## config.mk

```make
export PLATFORM = sky130hd
export DESIGN_NAME = im_loader
export DESIGN_NICKNAME = d
export VERILOG_FILES = /design/src/rtl/im_loader_pkg.sv /design/src/rtl/im_loader.sv
export SDC_FILE = /design/constraint.sdc
export NUM_CORES = 1
export LEC_CHECK = 0
export ABC_CLOCK_PERIOD_IN_PS = 3530
export CAP_MARGIN = 20
export CORE_AREA = 2 2 145 175
export CTS_CLUSTER_DIAMETER = 50
export DETAILED_ROUTE_END_ITERATION = 12
export DIE_AREA = 0 0 147 177
export MAX_ROUTING_LAYER = met4
export PLACE_DENSITY_LB_ADDON = 0.08
export SETUP_SLACK_MARGIN = 0.05
export SYNTH_ARGS = -nofsm -noshare
export SYNTH_HDL_FRONTEND = slang
export SYNTH_SLANG_ARGS = --single-unit
```

## constraint.sdc

```tcl
create_clock -name clk -period 3.53 [get_ports clk]
set_input_delay 0.706 -clock clk [delete_from_list [all_inputs] [get_ports clk]]
set_output_delay 0.706 -clock clk [all_outputs]
set_load 0.005 [all_outputs]
```

## src/rtl/im_loader_pkg.sv

```systemverilog
// Shared definitions for the instruction-memory loader: IM geometry and the
// loader FSM state encoding.
package im_loader_pkg;

  // Default IM word-address width and the matching IM depth in words.
  localparam int ADDR_W   = 10;
  localparam int IM_DEPTH = 1024;

  typedef enum logic [2:0] {
    S_IDLE   = 3'd0,
    S_WRITE  = 3'd1,
    S_VERIFY = 3'd2,
    S_VWAIT  = 3'd3,
    S_DONE   = 3'd4,
    S_ERROR  = 3'd5
  } state_t;

endpackage

```

## src/rtl/im_loader.sv

```systemverilog
// Instruction-memory loader: streams word_len source words into IM starting at
// address 0, optionally reads them back to confirm the checksum, and holds the
// CPU in reset until the image is known good.
module im_loader #(
  parameter int ADDR_W = im_loader_pkg::ADDR_W,
  parameter int VERIFY = 1
) (
  input  logic              clk,
  input  logic              rst,
  input  logic              start,
  input  logic [ADDR_W:0]   word_len,
  input  logic              s_valid,
  input  logic [31:0]       s_data,
  output logic              s_ready,
  output logic              IM_enable_mem,
  output logic              IM_enable_write,
  output logic              IM_enable_fetch,
  output logic [ADDR_W-1:0] IM_address,
  output logic [31:0]       IMin,
  input  logic [31:0]       IMout,
  output logic              cpu_rst,
  output logic              busy,
  output logic              done,
  output logic              error,
  output logic [31:0]       checksum
);

  import im_loader_pkg::*;

  // Largest legal load is the full address space; a count of one marks the
  // final word of a pass.
  localparam logic [ADDR_W:0] MAX_LEN = {1'b1, {ADDR_W{1'b0}}};
  localparam logic [ADDR_W:0] ONE     = {{ADDR_W{1'b0}}, 1'b1};

  state_t              state;
  state_t              state_nxt;
  logic [ADDR_W-1:0]   addr;
  logic [ADDR_W:0]     cnt;
  logic [ADDR_W:0]     len_q;
  logic [31:0]         sum;
  logic [31:0]         rsum;
  logic [31:0]         rsum_nxt;
  logic                len_ok;
  logic                accept;
  logic                last;

  assign len_ok   = (word_len != '0) && (word_len <= MAX_LEN);
  assign accept   = (state == S_WRITE) && s_valid;
  assign last     = (cnt == ONE);
  assign rsum_nxt = rsum + IMout;

  // State register.
  // NOTE: sequential state is updated with non-blocking assignments so every
  // flop samples the pre-edge values regardless of process ordering.
  always_ff @(posedge clk) begin
    if (rst) begin
      state <= S_IDLE;
    end else begin
      state <= state_nxt;
    end
  end

  // Next-state logic; a start outside the busy states always restarts a load.
  // NOTE: state_nxt gets a default before the case so no path leaves it
  // unassigned, which would otherwise infer a latch.
  always_comb begin
    state_nxt = state;
    case (state)
      S_IDLE, S_DONE, S_ERROR: begin
        if (start) state_nxt = len_ok ? S_WRITE : S_ERROR;
      end
      S_WRITE: begin
        if (accept && last) state_nxt = (VERIFY != 0) ? S_VERIFY : S_DONE;
      end
      S_VERIFY: state_nxt = S_VWAIT;
      S_VWAIT: begin
        if (last) state_nxt = (rsum_nxt == sum) ? S_DONE : S_ERROR;
        else      state_nxt = S_VERIFY;
      end
      default: state_nxt = S_IDLE;
    endcase
  end

  // Address, word counter and the write/read-back running sums.
  always_ff @(posedge clk) begin
    if (rst) begin
      addr  <= '0;
      cnt   <= '0;
      len_q <= '0;
      sum   <= '0;
      rsum  <= '0;
    end else begin
      case (state)
        S_IDLE, S_DONE, S_ERROR: begin
          if (start && len_ok) begin
            addr  <= '0;
            cnt   <= word_len;
            len_q <= word_len;
            sum   <= '0;
            rsum  <= '0;
          end
        end
        S_WRITE: begin
          if (accept) begin
            sum <= sum + s_data;
            if (last) begin
              // Rewind for the read-back pass; a full-depth load never wraps.
              addr <= '0;
              cnt  <= len_q;
              rsum <= '0;
            end else begin
              addr <= addr + 1'b1;
              cnt  <= cnt - 1'b1;
            end
          end
        end
        S_VWAIT: begin
          rsum <= rsum_nxt;
          cnt  <= cnt - 1'b1;
          addr <= last ? '0 : addr + 1'b1;
        end
        default: ;
      endcase
    end
  end

  // Outputs: IM strobes and write data pass straight through from the source.
  always_comb begin
    s_ready         = 1'b0;
    IM_enable_write = 1'b0;
    IM_enable_fetch = 1'b0;
    IMin            = '0;
    case (state)
      S_WRITE: begin
        s_ready         = 1'b1;
        IM_enable_write = s_valid;
        IMin            = s_valid ? s_data : '0;
      end
      S_VERIFY: IM_enable_fetch = 1'b1;
      default: ;
    endcase
    IM_enable_mem = IM_enable_write | IM_enable_fetch;
    IM_address    = addr;
    busy          = (state == S_WRITE) || (state == S_VERIFY) || (state == S_VWAIT);
    done          = (state == S_DONE);
    error         = (state == S_ERROR);
    cpu_rst       = (state != S_DONE);
    checksum      = sum;
  end

endmodule

```

==> results.yml, run 1 <==
worst_setup_path:
  critPathKind: "primary input to flip-flop"
  r2r-start: "rsum[0]$_SDFFE_PP0P_"
  end_kind: "flip-flop"
  cpMaxStageDelayCell: "or4_4"
  setup.worst_path.start: "IMout[20]"
  slowest_delay_ns: 0.51
  worst_setup_path_start_kind: "primary input"
  critical_path_buf_inv_count: 1
  worstPathCellList: "clkdlybuf4s50_1 -> ha_4 -> nand2_2 -> or4_4 -> o211ai_1 -> xor3_1 -> nor4_1 -> or4b_4 -> nor4_4 -> a21oi_1"
  crit_family: "simple AND/OR/NAND/NOR gates"
  critPathArrivalTime_ns: 3.69
  critPathRequiredTime_ns: 3.77
  crit_fanout: 4
timing:
  worstMarginPinSlew_ns: 0.8801
  rsz0062_at_grt: "yes"
  finalCritPeriodShare_pct: 97.73
  relSlewSlack_pct: 39.81
  drv_slew: 0
  finClkSkew_ns: 0.01638
  fmax_mhz: 289.9
  setup_violations: 0
  finalCriticalPeriod_ns: 3.450
  hold_violations: 0
  setup_slack_ns: 0.08021
place:
  dp.cells: 1714
  gp_congestion: 0.9299
  pre_cts_ws_ns: -1.060
  post_dp_cell_area_um2: 11810
  port_buffers: 160
  hpwl_mm: 23.62
layout:
  design_area_um2: 13210
  area_delta_synth_final_pct: 56.83
  multiInputGateArea_um2: 7027
  seqCellArea_um2: 1983
  layout-drive-gt1-share_pct: 27.15
  stdcell_count: 1754
  final_nets: 1570
  diodes: 0
  fill_cells: 2338
synth:
  synth.top_cell.area_share_pct: 23.52
  synth_top_area_cell: "dfxtp_1"
  ys_seq_area_share_pct: 23.52
  syn_inst: 1083
  synth-seq-cells: 99
  syn_area_per_cell_um2: 7.780
  ys_async_sr_fraction_pct: 0
  synth_area_leaders: "dfxtp_1 24%, ha_1 9.7%, a21oi_1 5.9%"
  yosys_warnings: 0
  ys_types: 92
  syn_area_um2: 8426
  synth_flop_cell: "dfxtp_1"
  synth_edf_count: 0
  ys_top_cells_by_count: "126 x nor2_1, 99 x a21oi_1, 99 x dfxtp_1, 97 x nand2_1, 65 x ha_1"
  yosysMostFrequentCell: "nor2_1"
  synth_fp_nets: 1229
drt:
  detail_route.wl_per_cell_um: 18.09
  post_drt_via_cell_ratio: 5.391
  routed_wl_mm: 31.72
  drtIter0Drc: 445
  antenna_left: 0
  vias: 9455
  first_pass_iters: 5
  drc_errors: 0
global_routing:
  grt_pass1_wl_mm: 49.62
  grt_use_total_pct: 24.68
  antenna_found_initial: 0
  grt_pass1_vias: 9402
  grt_overflow: 0
  grt_start_max_net_pins: 33
worst_hold_path:
  worstHoldStart: "len_q[6]$_SDFFE_PP0P_"
  hp-class: "flip-flop to flip-flop"
clocking:
  tritoncts: "yes"
  cts-buffers-inserted: 9
  htreeDepth: 3
  clkTransAtPathRegs_ns: 0.07
  hold_buffers: 0
  clock_latency_ns: 0.36
  cts_root_buffer: "clkbuf_16"
  clock_sinks: 99
  clk_path_buf_depth: 2
die:
  die_h_um: 177
  ioPinCount: 161
  placementRows: 63
  core_um2: 24440
  die-area_um2: 26020
  die_x_um: 147
  start_util_pct: 34.48
run:
  cap_violations: 0
outcome:
  status: "finished clean"
power_and_ir_drop:
  ir_drop_uv: 214.8
  p_per_area_nw_per_um2: 275.3
  leakage_nw: 5.539
  total_power_mw: 3.637
## power by group
group	switching [mW]	total, mW	internal [mW]	leakage (nW)
Clock	0.509	1.00	0.494	0.136
Sequential	0.0686	1.24	1.17	0.803
Combinational	0.703	1.39	0.692	4.60
## layer usage
metal / share of wire [%] / global-route usage (%) / wire length (µm)
met1: 43 / 29.75 / 13780
met2: 50 / 43.02 / 15780
met3: 4.0 / 3.041 / 1284
met5: 0 / - / 0
met4: 2.8 / 7.893 / 884
## worst min-delay path, cell delays in order, from the launching register on
cell and delay [ns]:
dfxtp_1 0.31, nand2_1 0.05, a21oi_1 0.05
## final timing paths
path	to	slack, ns	cells past startpoint
worst max register to register	state[0]$_SDFFE_PP0P_	0.15	13
worst max-delay path	state[0]$_SDFFE_PP0P_	0.08	10
worst min-delay path	len_q[6]$_SDFFE_PP0P_	0.45	2
worst min register to register	len_q[6]$_SDFFE_PP0P_	0.45	2
## flip-flops by register name (all words and copies together), names as in the netlist
| register | count |
|---|---|
| checksum | 32 |
| state | 3 |
| cnt | 11 |
| len_q | 11 |
| rsum | 32 |
| IM_address | 10 |
## placed cells by master, fill, tap and decap left out, types with 5 or more instances in the layout
| cell type | Yosys | layout |
|---|---|---|
| o211ai_1 | 11 | 11 |
| dlygate4sd2_1 | 0 | 13 |
| nor2b_1 | 7 | 6 |
| nor3_1 | 16 | 16 |
| mux2i_1 | 8 | 7 |
| dlymetal6s2s_1 | 0 | 10 |
| nand2b_1 | 12 | 10 |
| ha_1 | 65 | 31 |
| o21ai_2 | 2 | 5 |
| nand3_1 | 31 | 30 |
| a21oi_2 | 4 | 12 |
| a31oi_1 | 9 | 8 |
| and3_1 | 43 | 41 |
| a211oi_1 | 18 | 11 |
| o21ai_0 | 44 | 39 |
| nand4_1 | 11 | 11 |
| buf_4 | 1 | 220 |
| a221oi_1 | 5 | 5 |
| ha_4 | 0 | 32 |
| nand4b_1 | 5 | 5 |
| a211oi_2 | 4 | 6 |
| a22oi_1 | 37 | 37 |
| xor2_1 | 26 | 24 |
| a21oi_1 | 99 | 88 |
| o21a_1 | 5 | 5 |
| inv_1 | 24 | 23 |
| xnor2_2 | 0 | 6 |
| xnor3_1 | 6 | 6 |
| nand2_1 | 97 | 95 |
| dfxtp_1 | 99 | 98 |
| clkdlybuf4s50_1 | 0 | 130 |
| a21o_1 | 23 | 23 |
| nor2_1 | 126 | 123 |
| clkbuf_16 | 0 | 9 |
| a211oi_4 | 0 | 5 |
| buf_6 | 2 | 15 |
| xnor2_1 | 51 | 45 |
| or3_1 | 11 | 10 |
| nor4_1 | 13 | 11 |
| o21ai_1 | 6 | 7 |
## metrics by stage
stage,TNS (ns),hold slack (ns),util (%)
floorplan,-0.001772,0.4357,-
global placement,-5.020,0.4418,48.33
detailed placement,-5.383,0.4486,48.33
CTS,0,0.4586,52.45
global route,-0.06473,0.4854,54.08
finish,0,0.4542,54.08
## kinds of logic after synthesis
group                    count (synthesis)  share of synthesized area, %
AND/OR/NAND/NOR                        409                         24.03
buffers and inverters                   87                         4.217
flip-flops                              99                         23.52
XOR/XNOR                                86                         10.48
multiplexers                             9                         1.084
adder cells (fa/ha/maj)                 67                         10.13
AO/OA/AOI/OAI                          326                         26.54
## layout make-up
cell class                      count  share of cell area (%)
Tap cell                          325                   3.077
Inverter                           25                  0.7102
Timing Repair Buffer              392                   25.85
Clock buffer                       10                   1.733
Multi-Input combinational cell    897                   53.18
Sequential cell                    99                   15.01
Clock inverter                      6                  0.4450
## timing repair
action	CTS	global route
setup endpoints to repair	8	36
resized for setup	129	63
setup buffers	23	3
pin swaps	62	50
No activity file was read; power rests on OpenSTA's default activity.
==> run 2, diff against run 1 <==
- DONT_BUFFER_PORTS: not set -> 1
- GPL_ROUTABILITY_DRIVEN: not set -> 0
==> run 2 against run 1 <==
Compared with the run above: global-route usage is 1.9 points lower; clock skew decreased by 0.0043 ns; sequential power is essentially flat; count of clock-buffer cells in the layout grew 3.
==> results.yml, run 2 (synthesis gave the netlist of run 1 again) <==
layout:
  stdcell_count: 1514
  area_delta_synth_final_pct: 20.12
  multiInputGateArea_um2: 6193
  diodes: 0
  final_nets: 1331
  layout-drive-gt1-share_pct: 18.00
  final_common_cell: "buf_4"
  seqCellArea_um2: 1983
  final_cell_mix: "153 x buf_4, 126 x nor2_1, 99 x a21oi_1, 98 x dfxtp_1, 97 x nand2_1"
  fill_cells: 2597
  design_area_um2: 10120
drt:
  routed_wl_mm: 29.36
  drc_errors: 0
  vias: 8269
  first_pass_iters: 5
  post_drt_via_cell_ratio: 5.462
  antenna_left: 0
  drtIter0Drc: 372
  detail_route.wl_per_cell_um: 19.39
die:
  ioPinCount: 161
  core_um2: 24440
  die-area_um2: 26020
  start_util_pct: 34.48
  die_x_um: 147
  die_h_um: 177
  placementRows: 63
worst_setup_path:
  critical_path_buf_inv_count: 2
  end_kind: "flip-flop"
  crit_family: "simple AND/OR/NAND/NOR gates"
  cp_common_cell: "nor4_2"
  reg2reg_to: "state[0]$_SDFFE_PP0P_"
  r2r-start: "rsum[0]$_SDFFE_PP0P_"
  critPathArrivalTime_ns: 3.56
  cpMaxStageDelayCell: "or4b_1"
  critPathKind: "primary input to flip-flop"
  slowest_delay_ns: 0.54
  r2r_cells: 13
  crit_fanout: 2
  critPathRequiredTime_ns: 3.78
  worst_setup_path_start_kind: "primary input"
  r2r_slack_ns: 0.24
  worstPathCellList: "ha_1 -> inv_1 -> fa_2 -> nand2b_4 -> nand2b_1 -> a211oi_2 -> buf_4 -> a2bb2oi_1 -> o2111ai_1 -> nor4_2 -> nand3_1 -> or4b_1 -> nor4_2 -> a21oi_1"
worst_hold_path:
  min_to: "len_q[9]$_SDFFE_PP0P_"
  worstHoldPathCells: 1
  hp-class: "primary input to flip-flop"
  worstHoldStart: "rst"
global_routing:
  antenna_found_initial: 1
  grt_start_max_net_pins: 98
  grt_pass1_wl_mm: 44.99
  grt_overflow: 0
  grt_use_total_pct: 22.82
  grt_pass1_vias: 8141
timing:
  worstMarginPinSlew_ns: 1.056
  setup_violations: 0
  rsz0062_at_grt: "yes"
  finClkSkew_ns: 0.01208
  finalCriticalPeriod_ns: 3.313
  relSlewSlack_pct: 27.76
  finalCritPeriodShare_pct: 93.84
  fmax_mhz: 301.9
  hold_violations: 0
  drv_slew: 0
place:
  port_buffers: 0
  post_dp_cell_area_um2: 9776
  hpwl_mm: 22.74
  dp.cells: 1499
clocking:
  clk_path_buf_depth: 2
  hold_buffers: 0
  post_cts_buffers: 0
  clkTransAtPathRegs_ns: 0.07
  clock_sinks: 99
  cts-buffers-inserted: 9
  clock_latency_ns: 0.36
  tritoncts: "yes"
  cts_root_buffer: "clkbuf_16"
  htreeDepth: 3
power_and_ir_drop:
  ir_drop_uv: 223.6
  leakage_nw: 4.364
  p_per_area_nw_per_um2: 326.6
outcome:
  status: "finished clean"
run:
  cap_violations: 0
## run 2: cell types whose count changed in the layout (fill, tap and decap cells not counted), sizes merged
cell           delta
buf              -85
bufinv            +1
clkbuf            +3
clkdlybuf4s15     -1
clkdlybuf4s50   -130
clkinv            -2
clkinvlp          -1
dlygate4sd2      -13
dlymetal6s2s     -10
inv               -2
## run 2: worst max-delay path by stage
stage | startpoint | endpoint | slack [ns] | cells after the start
2_1_floorplan | IMout[0] | state[0]$_SDFFE_PP0P_ | -0.002 | 13
3_5_place_dp | IMout[0] | state[0]$_SDFFE_PP0P_ | -0.51 | 13
3_3_place_gp | IMout[0] | state[0]$_SDFFE_PP0P_ | -0.42 | 13
6_report | IMout[0] | state[0]$_SDFFE_PP0P_ | 0.22 | 14
5_1_grt | rsum[3]$_SDFFE_PP0P_ | state[0]$_SDFFE_PP0P_ | -0.02 | 13
4_1_cts | rsum[0]$_SDFFE_PP0P_ | state[0]$_SDFFE_PP0P_ | 0.05 | 13
## run 2: layout make-up
class,count,share of cell area [%]
clock inverters,2,0.3461
clock buffers,13,2.571
repair buffers,153,11.35
well taps,325,4.018
flip-flops and latches,99,19.59
inverters,25,0.9272
multi-input cells,897,61.19
## run 2: where the power goes
part / switching [mW] / internal [mW]
logic: 0.576 / 0.439
registers: 0.0613 / 1.17
clock network: 0.472 / 0.586
total: 1.11 / 2.20
## run 2: per-layer routing
layer / track usage [%] / vias to the layer above / wire length (µm)
met4: 6.691 / 0 / 687
met1: 26.88 / 3881 / 12500
met2: 39.55 / 173 / 14630
met5: - / - / 0
li1: - / 4185 / -
met3: 4.510 / 30 / 1539
## run 2: worst reg2reg max path: cells and delay by family, from the launching register on
kind	cells	cell delay [ns]
xor+xnor	1	0.12
flops	1	0.33
fa+ha+maj	2	0.52
simple gates	3	0.94
buf+inv	1	0.06
compound gates	6	1.22
## run 2: repair_timing
| action | in CTS | in global routing |
|---|---|---|
| endpoints found under the setup margin | 1 | 1 |
| resized for setup | 2 | 9 |
| pin swaps | 2 | 4 |
## run 2: through the flow
step / hold WS, ns / setup WS, ns / TNS (ns) / power [mW] / util [%]
floorplan: 0.4357 / -0.001772 / -0.001772 / 1.942 / -
global placement: 0.4353 / -0.4190 / -0.4649 / 2.269 / 40.01
detailed placement: 0.4401 / -0.5144 / -0.5654 / 2.267 / 40.01
CTS: 0.3995 / 0.05242 / 0 / 3.337 / 41.24
global route: 0.3913 / -0.02464 / -0.02464 / 3.497 / 41.42
finish: 0.4117 / 0.2175 / 0 / 3.305 / 41.42
==> run 3, diff against run 2 <==
- CELL_PAD_IN_SITES_DETAIL_PLACEMENT: not set -> 1
- CELL_PAD_IN_SITES_GLOBAL_PLACEMENT: not set -> 2
- CORE_AREA: 2 2 145 175 -> 2 2 147 178
- CTS_CLUSTER_SIZE: not set -> 25
- DIE_AREA: 0 0 147 177 -> 0 0 149 180
==> run 3 against run 2 <==
Compared with the run above: die area is 3.1% higher; first-iteration DRC count is 19% lower; register-to-register slack worse by 0.07 ns; routed wire length is 9.3% higher; count of clock-buffer cells in the layout is 2 lower; critical path depth is 1 lower; clock skew is 0.0012 ns lower; combinational power hardly changed; hold slack worse by 0.0061 ns; maximum frequency is 1.4% lower; largest cell class unchanged.
==> results.yml, run 3 (synthesis gave the netlist of run 1 again) <==
outcome:
  status: "finished clean"
drt:
  wl_met3_mm: 1.319
  drtIter0Drc: 301
  drc_errors: 0
  antenna_left: 0
  routed_wl_mm: 32.10
  met2_length_mm: 16.61
  highest-signal-layer: "met4"
  first_pass_iters: 5
  vias: 8423
  met1_length_mm: 13.89
  post_drt_via_cell_ratio: 5.623
  detail_route.wl_per_cell_um: 21.43
global_routing:
  grt_pass1_wl_mm: 49.85
  grt_start_max_net_pins: 98
  grt_overflow: 0
  antenna_found_initial: 0
  grt_use_total_pct: 24.49
  grt_pass1_vias: 8760
worst_setup_path:
  critical_path_buf_inv_count: 1
  worst_setup_path_start_kind: "flip-flop"
  crit_fanout: 5
  cpMaxStageDelayCell: "or4b_1"
  crit_family: "compound AO/OA/AOI/OAI gates"
  critPathKind: "flip-flop to flip-flop"
  critPathArrivalTime_ns: 3.60
  reg2reg_to: "state[0]$_SDFFE_PP0P_"
  r2r_slack_ns: 0.17
  worstPathCellList: "ha_1 -> inv_1 -> fa_2 -> nand2b_4 -> a21oi_4 -> o21ai_4 -> a21o_4 -> o21a_4 -> o311ai_4 -> xor2_1 -> or4b_1 -> nor4_2 -> a21oi_1"
  r2r-start: "rsum[0]$_SDFFE_PP0P_"
  r2r_cells: 13
  end_kind: "flip-flop"
  critPathRequiredTime_ns: 3.77
  slowest_delay_ns: 0.55
power_and_ir_drop:
  leakage_nw: 4.278
  p_per_area_nw_per_um2: 336.3
  ir_drop_uv: 212.7
timing:
  setup_violations: 0
  relSlewSlack_pct: 40.66
  fin_setup_tns_ns: 0
  fmax_mhz: 297.8
  rsz0062_at_grt: "yes"
  finalCritPeriodShare_pct: 95.13
  finalCriticalPeriod_ns: 3.358
  worstMarginPinSlew_ns: 0.8677
  hold_violations: 0
  finClkSkew_ns: 0.01087
  drv_slew: 0
die:
  core_um2: 25140
  die-area_um2: 26820
  die_x_um: 149
  ioPinCount: 161
  die_h_um: 180
  start_util_pct: 33.51
  placementRows: 64
layout:
  final_cell_mix: "132 x buf_4, 126 x nor2_1, 99 x dfxtp_1, 99 x a21oi_1, 97 x nand2_1"
  final_nets: 1311
  fin_util_pct: 39.92
  area_delta_synth_final_pct: 19.13
  layout-drive-gt1-share_pct: 16.78
  diodes: 0
  design_area_um2: 10040
  final_common_cell: "buf_4"
clocking:
  cts_root_buffer: "clkbuf_16"
  clk_path_buf_depth: 2
  htreeDepth: 3
  clkTransAtPathRegs_ns: 0.07
  tritoncts: "yes"
  post_cts_buffers: 0
  clock_sinks: 99
  cts-buffers-inserted: 9
  clock_latency_ns: 0.37
worst_hold_path:
  min_to: "len_q[7]$_SDFFE_PP0P_"
  hp-class: "primary input to flip-flop"
  worstHoldPathCells: 1
  worstHoldStart: "rst"
place:
  port_buffers: 0
  hpwl_mm: 24.47
  post_dp_cell_area_um2: 9644
run:
  cap_violations: 0
-- run 3: cell types whose count changed in the layout (fill, tap and decap cells not counted), sizes merged --
cell and change:
clkbuf -2, bufinv +1, buf -20
-- run 3: where the power goes --
group	leakage (nW)	total, mW	internal (mW)	switching (mW)
combinational	3.33	1.03	0.432	0.599
sequential	0.803	1.23	1.17	0.0645
clock	0.145	1.11	0.616	0.494
total	4.28	3.38	2.22	1.16
-- run 3: worst max path at each step --
| stage | start | endpoint | slack, ns | depth (start not counted) |
|---|---|---|---|---|
| 3_3_place_gp | IMout[0] | state[0]$_SDFFE_PP0P_ | -0.41 | 13 |
| 5_1_grt | rsum[0]$_SDFFE_PP0P_ | state[0]$_SDFFE_PP0P_ | -0.04 | 13 |
| 2_1_floorplan | IMout[0] | state[0]$_SDFFE_PP0P_ | -0.002 | 13 |
| 3_5_place_dp | IMout[0] | state[0]$_SDFFE_PP0P_ | -0.54 | 13 |
| 4_1_cts | rsum[4]$_SDFFE_PP0P_ | state[0]$_SDFFE_PP0P_ | 0.06 | 11 |
| 6_report | rsum[0]$_SDFFE_PP0P_ | state[0]$_SDFFE_PP0P_ | 0.17 | 13 |
-- run 3: per-stage QoR --
| stage | cells | total power, mW | worst slack, ns | hold slack (ns) |
|---|---|---|---|---|
| final | 1498 | 3.376 | 0.1720 | 0.4056 |
| after global routing | 1498 | 3.565 | -0.03871 | 0.3906 |
| after CTS | 1498 | 3.410 | 0.06416 | 0.3929 |
| after detailed placement | 1484 | 2.283 | -0.5448 | 0.4427 |
| after global placement | 1484 | 2.269 | -0.4132 | 0.4354 |
| after floorplan | 1083 | 1.942 | -0.001772 | 0.4357 |
-- run 3: final cells by class --
type / instances / area, µm²
clock inverters: 3 / 65.06
repair buffers: 133 / 1011
clock buffers: 11 / 232.7
well taps: 330 / 412.9
fillers: 3120 / 15110
inverters: 25 / 93.84
multi-input cells: 897 / 6240
flip-flops and latches: 99 / 1982
-- run 3: routing by layer --
metal / vias up / global-route usage (%)
met4: 0 / 4.533
li1: 4147 / -
met3: 10 / 4.695
met1: 4129 / 29.24
met2: 137 / 42.89
met5: - / -
-- run 3: repair_timing --
action                                  CTS  global route
cloned                                    0             0
endpoints found under the setup margin    1             2
endpoints found under the hold margin     0             0
pin swaps                                 7             3
resized for setup                         6            10
hold buffers                              0             0
-- run 3: worst register-to-register path, delay by kind of cell, from the launching register on --
| family | cells | cell delay (ns) |
|---|---|---|
| AO/OA/AOI/OAI | 6 | 1.26 |
| AND/OR/NAND/NOR | 3 | 0.95 |
| adder cells (fa/ha/maj) | 2 | 0.54 |
| flip-flops | 1 | 0.34 |
| XOR/XNOR | 1 | 0.11 |
| buffers and inverters | 1 | 0.06 |
